[src/rtl/x_lut5_cfg_loader_pkg.sv]
// Shared definitions for the run-time reconfigurable 5-input LUT and its serial loader.
package x_lut5_cfg_loader_pkg;

  localparam int unsigned FrameBits = 32;
  localparam int unsigned AddrW     = 5;
  localparam int unsigned CntW      = $clog2(FrameBits);

  typedef enum logic [1:0] {
    StIdle   = 2'd0,
    StShift  = 2'd1,
    StCommit = 2'd2
  } state_e;

  // Binary mux tree on ?: operators. In a 4-state simulator an unknown select merges both
  // branches (equal -> that value, different -> X), so an X/Z address bit yields the common
  // value of all reachable entries, or X when they disagree. Synthesizes to a plain 32:1 mux.
  function automatic logic lut5_lookup(input logic [FrameBits-1:0] tbl,
                                       input logic [AddrW-1:0]     addr);
    logic [15:0] l1;
    logic [7:0]  l2;
    logic [3:0]  l3;
    logic [1:0]  l4;
    for (int k = 0; k < 16; k++) l1[k] = addr[0] ? tbl[2*k+1] : tbl[2*k];
    for (int k = 0; k < 8; k++)  l2[k] = addr[1] ? l1[2*k+1]  : l1[2*k];
    for (int k = 0; k < 4; k++)  l3[k] = addr[2] ? l2[2*k+1]  : l2[2*k];
    for (int k = 0; k < 2; k++)  l4[k] = addr[3] ? l3[2*k+1]  : l3[2*k];
    return addr[4] ? l4[1] : l4[0];
  endfunction

endpackage

[src/rtl/x_lut5_cfg_loader_if.sv]
// Configuration and lookup signals of the LUT loader, grouped for port connection.
interface x_lut5_cfg_loader_if;
  import x_lut5_cfg_loader_pkg::*;

  logic             start;
  logic             ce;
  logic             cdi;
  logic [AddrW-1:0] adr;
  logic             o;
  logic             oq;
  logic             cdo;
  logic             busy;
  logic             done;

  modport master (
    output start, ce, cdi, adr,
    input  o, oq, cdo, busy, done
  );

  modport slave (
    input  start, ce, cdi, adr,
    output o, oq, cdo, busy, done
  );

endinterface

[src/rtl/x_lut5_eval.sv]
// Combinational, X-pessimistic 5-input LUT evaluation of a 32-entry truth table.
module x_lut5_eval
  import x_lut5_cfg_loader_pkg::*;
(
  input  logic [FrameBits-1:0] tbl_i,
  input  logic [AddrW-1:0]     addr_i,
  output logic                 o_o
);

  assign o_o = lut5_lookup(tbl_i, addr_i);

endmodule

[src/rtl/x_lut5_cfg_loader.sv]
// 5-input LUT with a bit-serial shadow loader; the active table updates atomically on commit.
module x_lut5_cfg_loader
  import x_lut5_cfg_loader_pkg::*;
#(
  parameter logic [FrameBits-1:0] Init = '0,
  parameter string                Loc  = "UNPLACED"
) (
  input  logic                   clk_i,
  input  logic                   rst_ni,
  x_lut5_cfg_loader_if.slave     bus
);

  localparam logic [CntW-1:0] LastBit = CntW'(FrameBits - 1);

  state_e                 state_q, state_d;
  logic [CntW-1:0]        cnt_q, cnt_d;
  logic [FrameBits-1:0]   shadow_q, shadow_d;
  logic [FrameBits-1:0]   active_q, active_d;
  logic                   oq_q;
  logic                   lut_o;

  // Placement annotation only; no hardware depends on it.
  if (Loc == "") begin : g_no_loc
  end

  // Loader state, counter and both table registers.
  always_ff @(posedge clk_i or negedge rst_ni) begin
    if (!rst_ni) begin
      state_q  <= StIdle;
      cnt_q    <= '0;
      shadow_q <= Init;
      active_q <= Init;
    end else begin
      state_q  <= state_d;
      cnt_q    <= cnt_d;
      shadow_q <= shadow_d;
      active_q <= active_d;
    end
  end

  // Next-state: START only counts in IDLE; the final accepted bit also writes active.
  always_comb begin
    state_d  = state_q;
    cnt_d    = cnt_q;
    shadow_d = shadow_q;
    active_d = active_q;
    unique case (state_q)
      StIdle: begin
        if (bus.start) begin
          state_d = StShift;
          cnt_d   = '0;
        end
      end
      StShift: begin
        if (bus.ce) begin
          shadow_d = {shadow_q[FrameBits-2:0], bus.cdi};
          cnt_d    = cnt_q + 1'b1;
          if (cnt_q == LastBit) begin
            // Active takes the full frame including this edge's bit; cnt wraps here.
            active_d = {shadow_q[FrameBits-2:0], bus.cdi};
            state_d  = StCommit;
          end
        end
      end
      StCommit: begin
        state_d = StIdle;
      end
      default: begin
        state_d = StIdle;
      end
    endcase
  end

  // Registered copy of the combinational lookup.
  always_ff @(posedge clk_i or negedge rst_ni) begin
    if (!rst_ni) begin
      oq_q <= 1'b0;
    end else begin
      oq_q <= lut_o;
    end
  end

  x_lut5_eval u_eval (
    .tbl_i  (active_q),
    .addr_i (bus.adr),
    .o_o    (lut_o)
  );

  assign bus.o    = lut_o;
  assign bus.oq   = oq_q;
  assign bus.cdo  = shadow_q[FrameBits-1];
  assign bus.busy = (state_q != StIdle);
  assign bus.done = (state_q == StCommit);

endmodule

[src/flat_wrapper.sv]
// flat-port wrapper written by rule: the top's interface ports become plain ports
module x_lut5_cfg_loader_flat import x_lut5_cfg_loader_pkg::*;
#(
  parameter logic [FrameBits-1:0] Init = '0,
  parameter string                Loc  = "        "
)
  (clk_i, rst_ni, bus_start, bus_ce, bus_cdi, bus_adr, bus_o, bus_oq, bus_cdo, bus_busy, bus_done);
  x_lut5_cfg_loader_if bus_i ();
  input  logic clk_i;
  input  logic rst_ni;
  input wire logic [$bits(bus_i.start)-1:0] bus_start;
  input wire logic [$bits(bus_i.ce)-1:0] bus_ce;
  input wire logic [$bits(bus_i.cdi)-1:0] bus_cdi;
  input wire logic [$bits(bus_i.adr)-1:0] bus_adr;
  output wire logic [$bits(bus_i.o)-1:0] bus_o;
  output wire logic [$bits(bus_i.oq)-1:0] bus_oq;
  output wire logic [$bits(bus_i.cdo)-1:0] bus_cdo;
  output wire logic [$bits(bus_i.busy)-1:0] bus_busy;
  output wire logic [$bits(bus_i.done)-1:0] bus_done;
  assign bus_i.start = bus_start;
  assign bus_i.ce = bus_ce;
  assign bus_i.cdi = bus_cdi;
  assign bus_i.adr = bus_adr;
  assign bus_o = bus_i.o;
  assign bus_oq = bus_i.oq;
  assign bus_cdo = bus_i.cdo;
  assign bus_busy = bus_i.busy;
  assign bus_done = bus_i.done;
  x_lut5_cfg_loader #(.Init(Init), .Loc(Loc)) u_core (.clk_i(clk_i), .rst_ni(rst_ni), .bus(bus_i));
endmodule
[config.mk]
export PLATFORM = sky130hd
export DESIGN_NAME = x_lut5_cfg_loader_flat
export DESIGN_NICKNAME = d
export VERILOG_FILES = /design/src/rtl/x_lut5_cfg_loader_pkg.sv /design/src/rtl/x_lut5_cfg_loader_if.sv /design/src/rtl/x_lut5_eval.sv /design/src/rtl/x_lut5_cfg_loader.sv /design/src/flat_wrapper.sv
export SDC_FILE = /design/constraint.sdc
export NUM_CORES = 1
export LEC_CHECK = 0
export CAP_MARGIN = 20
export CELL_PAD_IN_SITES_DETAIL_PLACEMENT = 1
export CELL_PAD_IN_SITES_GLOBAL_PLACEMENT = 1
export CORE_AREA = 2 2 79 81
export CTS_CLUSTER_SIZE = 16
export DETAILED_ROUTE_END_ITERATION = 6
export DIE_AREA = 0 0 81 83
export PLACE_DENSITY = 0.83
export SYNTH_ARGS = -nofsm -noshare
export SYNTH_HDL_FRONTEND = slang
export SYNTH_SLANG_ARGS = --single-unit
[constraint.sdc]
create_clock -name clk_i -period 2.6 [get_ports clk_i]
set_input_delay 0.39 -clock clk_i [delete_from_list [all_inputs] [get_ports clk_i]]
set_output_delay 0.39 -clock clk_i [all_outputs]
set_load 0.01 [all_outputs]
## Word-level counts from Yosys, hierarchy flattened

Cells that the tools add are included.

| storage, ports and cells | value |
|---|---|
| bits in registers | 72 |
| logic and storage cells | 57 |

| operators by class | value |
|---|---|
| add/subtract/negate cells | 1 |
| equal/unequal tests | 6 |
| multiplexer cells | 38 |
| reduce and logical (&&, ||, !) cells | 7 |

Operators by type and width:

| cell | count |
|---|---|
| two-way mux 1 bit | 31 |
| two-way mux 5 bit | 2 |
| case mux 5 bit (2 select lines) | 1 |
| AND reduction 3 bit | 3 |
| two-way mux 2 bit | 3 |
| adder 5 x 1 -> 5 bit (second input constant) | 1 |
| == test 5 bit (second input constant) | 1 |
| != test 2 bit (second input constant) | 2 |
| case mux 2 bit (2 select lines) | 1 |
| nonzero test 2 bit | 2 |
| == test 2 x 1 -> 1 bit (second input constant) | 1 |
| == test 2 bit (second input constant) | 1 |
| logical NOT 2 bit | 1 |
| != test 2 x 1 -> 1 bit (second input constant) | 1 |
| AND reduction 2 bit | 1 |

## Logic depth before layout (Yosys ltp)

Gate-level depths: netlist of the first run.

| depth | value |
|---|---|
| depth in word-level cells | 5 |
| depth in mapped cells | 7 |
| gate-level depth less buffers | 6 |

## Cells and area by module

From an unflattened synthesis of the first run, not the netlist that was laid out.

| unflattened totals | value |
|---|---|
| cell total of the unflattened synthesis | 213 |
| area, all modules | 3266.9 um^2 |

Modules (own cells, without submodules):

| module | instances | cells an instance | area an instance (um^2) | sequential area each (um^2) |
|---|---|---|---|---|
| x_lut5_cfg_loader | 1 | 172 | 2941.6 | 1801.7 |
| x_lut5_eval | 1 | 41 | 325.3 | 0.0 |

## Least setup slack after synthesis of the first run

No wires, ideal clock.

| path | value |
|---|---|
| path type | input to output |
| start | input bus_adr[1] |
| end | output bus_o |
| arrival | 1.355 ns |
| data required time | 2.210 ns |
| path slack | 0.855 ns |
| cell stages on the path | 7 |
| path buffers | 2 |
| cell sequence | buf_6 buf_6 mux2i_1 a22oi_1 nand3_1 nand2_1 a311o_1 |

| between the ends | value |
|---|---|
| longest elaborated chain between the ends | 4 |
| elaborated cells between the ends (all ways) | 15 |
| classes of those cells | mux: 15 |

RTL lines:

| item | RTL line | source |
|---|---|---|
| from (decl) | flat_wrapper.sv:14 | `input wire logic [$bits(bus_i.adr)-1:0] bus_adr;` |
| two-way mux 1 bit | x_lut5_cfg_loader_pkg.sv:24 | `for (int k = 0; k < 8; k++) l2[k] = addr[1] ? l1[2*k+1] : l1[2*k];` |
| two-way mux 1 bit | x_lut5_cfg_loader_pkg.sv:25 | `for (int k = 0; k < 4; k++) l3[k] = addr[2] ? l2[2*k+1] : l2[2*k];` |
| two-way mux 1 bit | x_lut5_cfg_loader_pkg.sv:26 | `for (int k = 0; k < 2; k++) l4[k] = addr[3] ? l3[2*k+1] : l3[2*k];` |
| two-way mux 1 bit * | x_lut5_cfg_loader_pkg.sv:27 | `return addr[4] ? l4[1] : l4[0];` |
| to (decl) | flat_wrapper.sv:15 | `output wire logic [$bits(bus_i.o)-1:0] bus_o;` |

Mark *: on every way between the ends. The rest lies on a longest branch, timed or not.

## Worst setup path after layout of the first run

| path | value |
|---|---|
| start | input bus_adr[2] |
| end | output bus_o |

| between the ends | value |
|---|---|
| longest elaborated chain between the ends | 3 |
| elaborated cells between the ends (all ways) | 7 |
| classes of those cells | mux: 7 |

RTL lines:

| item | RTL line |
|---|---|
| two-way mux 1 bit | x_lut5_cfg_loader_pkg.sv:25 |
| two-way mux 1 bit | x_lut5_cfg_loader_pkg.sv:26 |
| two-way mux 1 bit * | x_lut5_cfg_loader_pkg.sv:27 |

Marks and branches as above.

==> results.yml, run 1 <==
logic_synthesis:
  synth_area_leaders: "dfrtp_1 (58%), mux2_2 (12%), mux2_1 (11%), mux2i_1 (5.5%), buf_6 (1.8%)"
  syn_inst: 217
  synth_seq_cells: 72
  netlist_area_sq_mm: 0.003108
  synth_edf_count: 0
  synth_common_cells: "dfrtp_1 (72), mux2_2 (33), mux2_1 (31), mux2i_1 (17), nand2_1 (10)"
  synth_top_family_by_area: "multiplexers"
  synth_top_area_share_pct: 57.97
  synth_ff_type: "dfrtp_1"
  yosysTopAreaCell: "dfrtp_1"
  synth_simple_gate_area_share_pct: 4.750
  avgSynthCellArea_sq_um: 14.32
  synth.most_common_cell: "dfrtp_1"
  synth_warnings: 0
  synth_nets: 229
  synth-seq-area-share_pct: 57.97
  yosysUniqueCellTypes: 30
  synth_compound_area_share_pct: 4.106
  synth_adder_area_share_pct: 0.8052
  async_flop_share_pct: 100.0
  synth_xor_area_share_pct: 0.2818
  synthMuxAreaShare_pct: 28.66
floorplanning:
  fp.coreArea_sq_mm: 0.005816
  die_w_um: 81
  fp-row-count: 28
  dieArea_sq_mm: 0.006723
  pin_count: 15
  start_util_pct: 53.44
  die_y_um: 83
route:
  drt_pass1_iterations: 4
  vias: 1797
  vias_per_cell: 5.546
  wl_per_cell_um: 17.94
  drtAntennaViolNets: 0
  routed_wl_um: 5812
  drt_iter0_markers: 67
  drc: 0
timing:
  hold_viol_final: 0
  setup_viol: 0
  worst_clock_skew_ps: 5.276
  min_period_ps: 2542
  maxSlewViolCount: 0
  setup_tns_ps: 0
  slew-limit-headroom_pct: 70.17
  fmax_ghz: 0.3934
  layout_setup_ws_ps: 57.77
  holdWs_ps: 57.30
  min_period_over_period_pct: 97.78
  worstMarginPinSlew_ps: 447.4
clock_network:
  clock-sinks: 72
  cts_buffers: 9
  clk_path_buf_depth: 2
  clockRootBuffer: "clkbuf_8"
  cts_tree: "done"
  clk_latency_ps: 340
  path_clk_slew_ps: 70
  cts_max_level: 3
placement:
  numPortBuffers: 14
  place_area_sq_mm: 0.003351
  place.gp.congestion: 0.7595
  place_ws_ps: -167.1
  dp_hpwl_um: 3607
  post-place-cells: 305
global_route:
  grt_max_degree: 73
  grt_overflow: 0
  grt_pass1_wl_um: 9963
  track_usage_pct: 19.54
  grt_pass1_vias: 2033
  grt_antenna_before_repair: 0
final_layout:
  nFillCells: 573
  syn2layout_area_growth_pct: 16.22
  antenna_cells: 0
  stdcell_count: 324
  stdcell_area_sq_mm: 0.003612
  nNetsFinal: 256
  drive_above_1_share_pct: 25.30
setup_path:
  crit_chain: "clkdlybuf4s50_1, and2_1, a22oi_1, nand4b_1, a21oi_1, a311o_1, dlygate4sd2_1"
  crit_slowest_cell: "clkdlybuf4s50_1"
  cp-start-kind: "primary input"
  worstSetupPathType: "primary input to output pin"
  crit_required_ps: 2210
  cp_num_buf_inv: 2
  arrival_ps: 2150
  critPathTopFamily: "buffers and inverters"
  end_kind: "output pin"
  path_max_fanout: 4
  slowest_delay_ps: 560
status:
  status: "finished clean"
job:
  max_cap_viol_count: 0
power_and_ir_drop:
  powerDensity_mw_per_mm2: 867.6
  peakVddDrop_mv: 0.6223
  leakage_nw: 1.789
hold_path:
  hold_class: "primary input to async pin"
-- routing by layer --
layer,track usage [%],part of all wire (%),wire length [um],vias up
met5,0,0,0,-
li1,-,-,-,824
met3,4.130,3.0,172,15
met2,29.75,48,2804,27
met4,10.63,2.8,162,0
met1,25.94,46,2672,931
-- worst reg2reg max path: stages (launching register included) --
cell	delay (ps)
dfrtp_1	420
ha_1	240
and3_1	190
ha_1	220
nand3_4	80
buf_4	390
mux2_2	420
-- where the power goes --
group          total [mW]  switching (mW)  internal (mW)
sequential           1.64           0.221           1.42
combinational       0.522           0.202          0.320
clock               0.969           0.402          0.567
-- sequential cells by signal, indices dropped and copies added, names as in the netlist --
name and flops:
u_core.bus.oq 1, u_core.active_q 32, u_core.shadow_q 32, u_core.state_q 2, u_core.cnt_q 5
-- metrics by stage --
stage | util, % | power [mW]
6_report | 62.11 | 3.134
5_1_grt | 62.11 | 3.315
2_1_floorplan | - | 1.972
3_5_place_dp | 57.62 | 2.186
4_1_cts | 61.53 | 3.164
3_3_place_gp | 57.62 | 2.131
-- kinds of logic (layout without fill, tap and decap cells) --
| family | count (synthesis) | in the layout |
|---|---|---|
| flip-flops | 72 | 72 |
| XOR/XNOR | 1 | 1 |
| buffers and inverters | 15 | 47 |
| AND/OR/NAND/NOR | 27 | 27 |
| multiplexers | 81 | 81 |
| adder cells (fa/ha/maj) | 2 | 2 |
| AO/OA/AOI/OAI | 19 | 19 |
-- what timing repair did --
action	in CTS	in global routing
gates resized for setup	1	3
endpoints found under the setup margin	1	1
hold buffers	0	0
gates cloned	0	1
pin swaps	0	0
setup buffers	2	0
-- final cells by class --
cell class | count | area [sq um] | share of cell area [%]
clock buffers | 13 | 148.9 | 4.122
flip-flops and latches | 72 | 1802 | 49.88
repair buffers | 25 | 274.0 | 7.586
multi-input cells | 130 | 1206 | 33.39
well taps | 75 | 93.84 | 2.598
inverters | 6 | 22.52 | 0.6235
clock inverters | 3 | 65.06 | 1.801
-- worst paths after layout --
| kind | start | to | slack (ps) | depth (start not counted) |
|---|---|---|---|---|
| worst max-delay path | bus_adr[2] | bus_o | 60 | 7 |
| min in group clk_i | u_core.active_q[25]$_DFFE_PN0P_ | u_core.active_q[25]$_DFFE_PN0P_ | 500 | 1 |
| worst min-delay path | rst_ni | u_core.shadow_q[11]$_DFFE_PN0P_ | 60 | 2 |
| max in group asynchronous | rst_ni | u_core.shadow_q[19]$_DFFE_PN0P_ | 2230 | 2 |
| worst max register to register | u_core.cnt_q[0]$_DFFE_PN0P_ | u_core.active_q[1]$_DFFE_PN0P_ | 520 | 6 |
| worst min register to register | u_core.active_q[25]$_DFFE_PN0P_ | u_core.active_q[25]$_DFFE_PN0P_ | 500 | 1 |
-- layout by cell type (no fill, tap or decap), types with 2 or more instances in the layout --
| master | netlist | routed |
|---|---|---|
| a22o_1 | 3 | 3 |
| buf_4 | 3 | 7 |
| nor2_1 | 3 | 3 |
| o21ai_0 | 3 | 3 |
| inv_1 | 6 | 6 |
| nand3_1 | 3 | 3 |
| a21oi_1 | 5 | 5 |
| buf_12 | 0 | 3 |
| mux2_2 | 33 | 33 |
| clkdlybuf4s50_1 | 0 | 11 |
| nor2b_1 | 3 | 2 |
| mux2_1 | 31 | 31 |
| clkbuf_8 | 0 | 10 |
| mux2i_1 | 17 | 16 |
| ha_1 | 2 | 2 |
| nand2_1 | 10 | 10 |
| a22oi_1 | 4 | 4 |
| clkbuf_1 | 0 | 3 |
| bufinv_16 | 0 | 2 |
| dfrtp_1 | 72 | 72 |
Power figures use the tool's default switching activity.
==> run 2, diff against run 1 <==
--- a/config.mk
+++ b/config.mk
@@ -13,6 +13,7 @@
 export DETAILED_ROUTE_END_ITERATION = 6
 export DIE_AREA = 0 0 81 83
 export PLACE_DENSITY = 0.83
+export SLEW_MARGIN = 20
 export SYNTH_ARGS = -nofsm -noshare
 export SYNTH_HDL_FRONTEND = slang
 export SYNTH_SLANG_ARGS = --single-unit
==> results of run 2 <==
The final DEF is identical to that of run 1; final timing and power are the same.
==> run 3, diff against run 2 <==
--- a/config.mk
+++ b/config.mk
@@ -9,10 +9,11 @@
 export CELL_PAD_IN_SITES_DETAIL_PLACEMENT = 1
 export CELL_PAD_IN_SITES_GLOBAL_PLACEMENT = 1
 export CORE_AREA = 2 2 79 81
-export CTS_CLUSTER_SIZE = 16
+export CTS_CLUSTER_SIZE = 10
 export DETAILED_ROUTE_END_ITERATION = 6
 export DIE_AREA = 0 0 81 83
 export PLACE_DENSITY = 0.83
+export REMOVE_ABC_BUFFERS = 1
 export SLEW_MARGIN = 20
 export SYNTH_ARGS = -nofsm -noshare
 export SYNTH_HDL_FRONTEND = slang
==> run 3 against run 2 <==
Hold slack gained 58 ps. Critical path depth did not move. Clock power fell by 8.4%. Total power down 2.1%. Sequential share of layout area grew 0.24 points. Final area down 0.48%. Die area is the same. Non-clock buffer count up 1. Combinational power hardly changed. Clock-buffer cell count unchanged. Sequential power is essentially flat. First-iteration DRC count unchanged. Critical endpoint unchanged. Largest cell class unchanged.
==> results.yml, run 3 (synthesis gave the netlist of run 1 again) <==
placement:
  place_area_sq_mm: 0.003348
  place.gp.congestion: 0.7712
  numPortBuffers: 14
  dp_hpwl_um: 4016
  post-place-cells: 308
setup_path:
  cp-start-kind: "primary input"
  end_kind: "output pin"
  path_max_fanout: 4
  cp.depth: 7
  r2r-start: "u_core.cnt_q[0]$_DFFE_PN0P_"
  cp-startpoint: "bus_adr[2]"
  crit_chain: "clkdlybuf4s50_1, and2_1, a22oi_1, nand4b_1, a21oi_1, a311o_1, dlygate4sd2_1"
  crit_required_ps: 2210
  slowest_delay_ps: 570
  arrival_ps: 2110
  crit_slowest_cell: "clkdlybuf4s50_1"
  cp_num_buf_inv: 2
  r2r_cells: 5
  critPathTopFamily: "buffers and inverters"
  worstSetupPathType: "primary input to output pin"
timing:
  rsz0062_at_grt: "false"
  worst_clock_skew_ps: 8.069
  setup_viol: 0
  fmax_ghz: 0.3999
  min_period_over_period_pct: 96.17
  min_period_ps: 2500
  slew-limit-headroom_pct: 48.91
  maxSlewViolCount: 0
  worstMarginPinSlew_ps: 766.4
  hold_viol_final: 0
power_and_ir_drop:
  powerDensity_mw_per_mm2: 853.3
  leakage_nw: 1.782
  peakVddDrop_mv: 0.4189
final_layout:
  ff_latch_area_sq_mm: 0.001802
  antenna_cells: 0
  nFillCells: 558
  nNetsFinal: 257
  mostFrequentLayoutCell: "dfrtp_1"
  syn2layout_area_growth_pct: 15.66
  stdcell_area_sq_mm: 0.003595
  stdcell_count: 325
  multi_input_area_sq_mm: 0.001217
  layout_common_cells: "dfrtp_1 (72), mux2_2 (33), mux2_1 (31), mux2i_1 (16)"
  top_regs: "u_core.active_q x32, u_core.shadow_q x32, u_core.cnt_q x5"
  drive_above_1_share_pct: 26.40
clock_network:
  cts_tree: "done"
  clock-sinks: 72
  clk_path_buf_depth: 2
  clk_latency_ps: 350
  cts_buffers: 9
  clockRootBuffer: "clkbuf_8"
  path_clk_slew_ps: 70
  cts_max_level: 3
  ctsHoldBuffers: 0
global_route:
  grt_overflow: 0
  grt_pass1_vias: 1935
  grt_max_degree: 35
  grt_antenna_before_repair: 0
  grt_pass1_wl_um: 10340
  track_usage_pct: 21.23
route:
  routed_wl_um: 6256
  wl_per_cell_um: 19.25
  drc: 0
  vias_per_cell: 5.551
  drtAntennaViolNets: 0
  drt_iter0_markers: 67
  drt_pass1_iterations: 4
  vias: 1804
floorplanning:
  fp-row-count: 28
  die_y_um: 83
  fp.coreArea_sq_mm: 0.005816
  start_util_pct: 53.44
  dieArea_sq_mm: 0.006723
  die_w_um: 81
  pin_count: 15
job:
  max_cap_viol_count: 0
hold_path:
  hold_class: "primary input to async pin"
status:
  status: "finished clean"
## run 3: changes by cell type in the layout (fill, tap and decap cells not counted)
| cell | change |
|---|---|
| dlygate4sd2_1 | +1 |
| clkbuf_16 | -1 |
| buf_12 | -2 |
| nor2_2 | +1 |
| bufbuf_16 | +1 |
| nor2_1 | -1 |
| clkbuf_8 | +1 |
| mux2i_4 | +1 |
| clkbuf_1 | -1 |
| buf_4 | +3 |
| bufinv_16 | -1 |
| mux2i_2 | -1 |
| dlymetal6s2s_1 | -1 |
| clkinv_2 | +1 |
## run 3: final cells by class
class                      instances  area share (%)
clock buffer                      13           4.420
clock inverter                     3           1.114
inverter                           6          0.6265
multi-input combinational        130           33.87
sequential                        72           50.12
tap                               75           2.611
timing repair buffer              26           7.240
## run 3: repair_timing
action / 4_1_cts / 5_1_grt
resized for setup: 4 / 2
hold endpoints to repair: 0 / 0
setup endpoints to repair: 1 / 1
buffers inserted: 0 / 0
gates cloned: 1 / 0
## run 3: worst paths after layout
kind / to / slack (ps)
worst max-delay path: bus_o / 100
worst max register to register: u_core.active_q[20]$_DFFE_PN0P_ / 560
worst min-delay path: u_core.active_q[26]$_DFFE_PN0P_ / 120
worst min register to register: u_core.shadow_q[31]$_DFFE_PN0P_ / 490
max in group asynchronous: u_core.active_q[15]$_DFFE_PN0P_ / 1660
min in group clk_i: u_core.shadow_q[31]$_DFFE_PN0P_ / 490
## run 3: layer usage
layer  wire [um]  track usage, %  share of wire [%]
met4         186           11.09                3.0
met3         161           4.891                2.6
met5           0               0                  0
met1        2682           26.72                 43
met2        3226           33.73                 52
## run 3: worst reg2reg max path, delay by kind of cell (launching register included)
| family | cells | cell delay (ps) |
|---|---|---|
| multiplexers | 1 | 530 |
| adder cells (fa/ha/maj) | 2 | 400 |
| AND/OR/NAND/NOR | 2 | 570 |
| flip-flops | 1 | 410 |
## run 3: power breakdown
group	leakage, nW	total, mW	internal [mW]	switching (mW)
clock network	0.103	0.888	0.493	0.395
registers	0.940	1.66	1.42	0.233
logic	0.739	0.524	0.320	0.204
## run 3: stage by stage
step | total power, mW | setup TNS (ps) | util (%) | hold WS (ps) | worst slack (ps)
floorplan | 1.956 | 0 | - | 94.41 | 817.4
global placement | 2.131 | -174.6 | 57.57 | 475.0 | -174.6
detailed placement | 2.191 | -176.1 | 57.57 | 481.4 | -176.1
CTS | 3.102 | 0 | 61.73 | 132.4 | 54.10
global route | 3.255 | 0 | 61.81 | 156.9 | 13.37
finish | 3.067 | 0 | 61.81 | 115.5 | 99.61
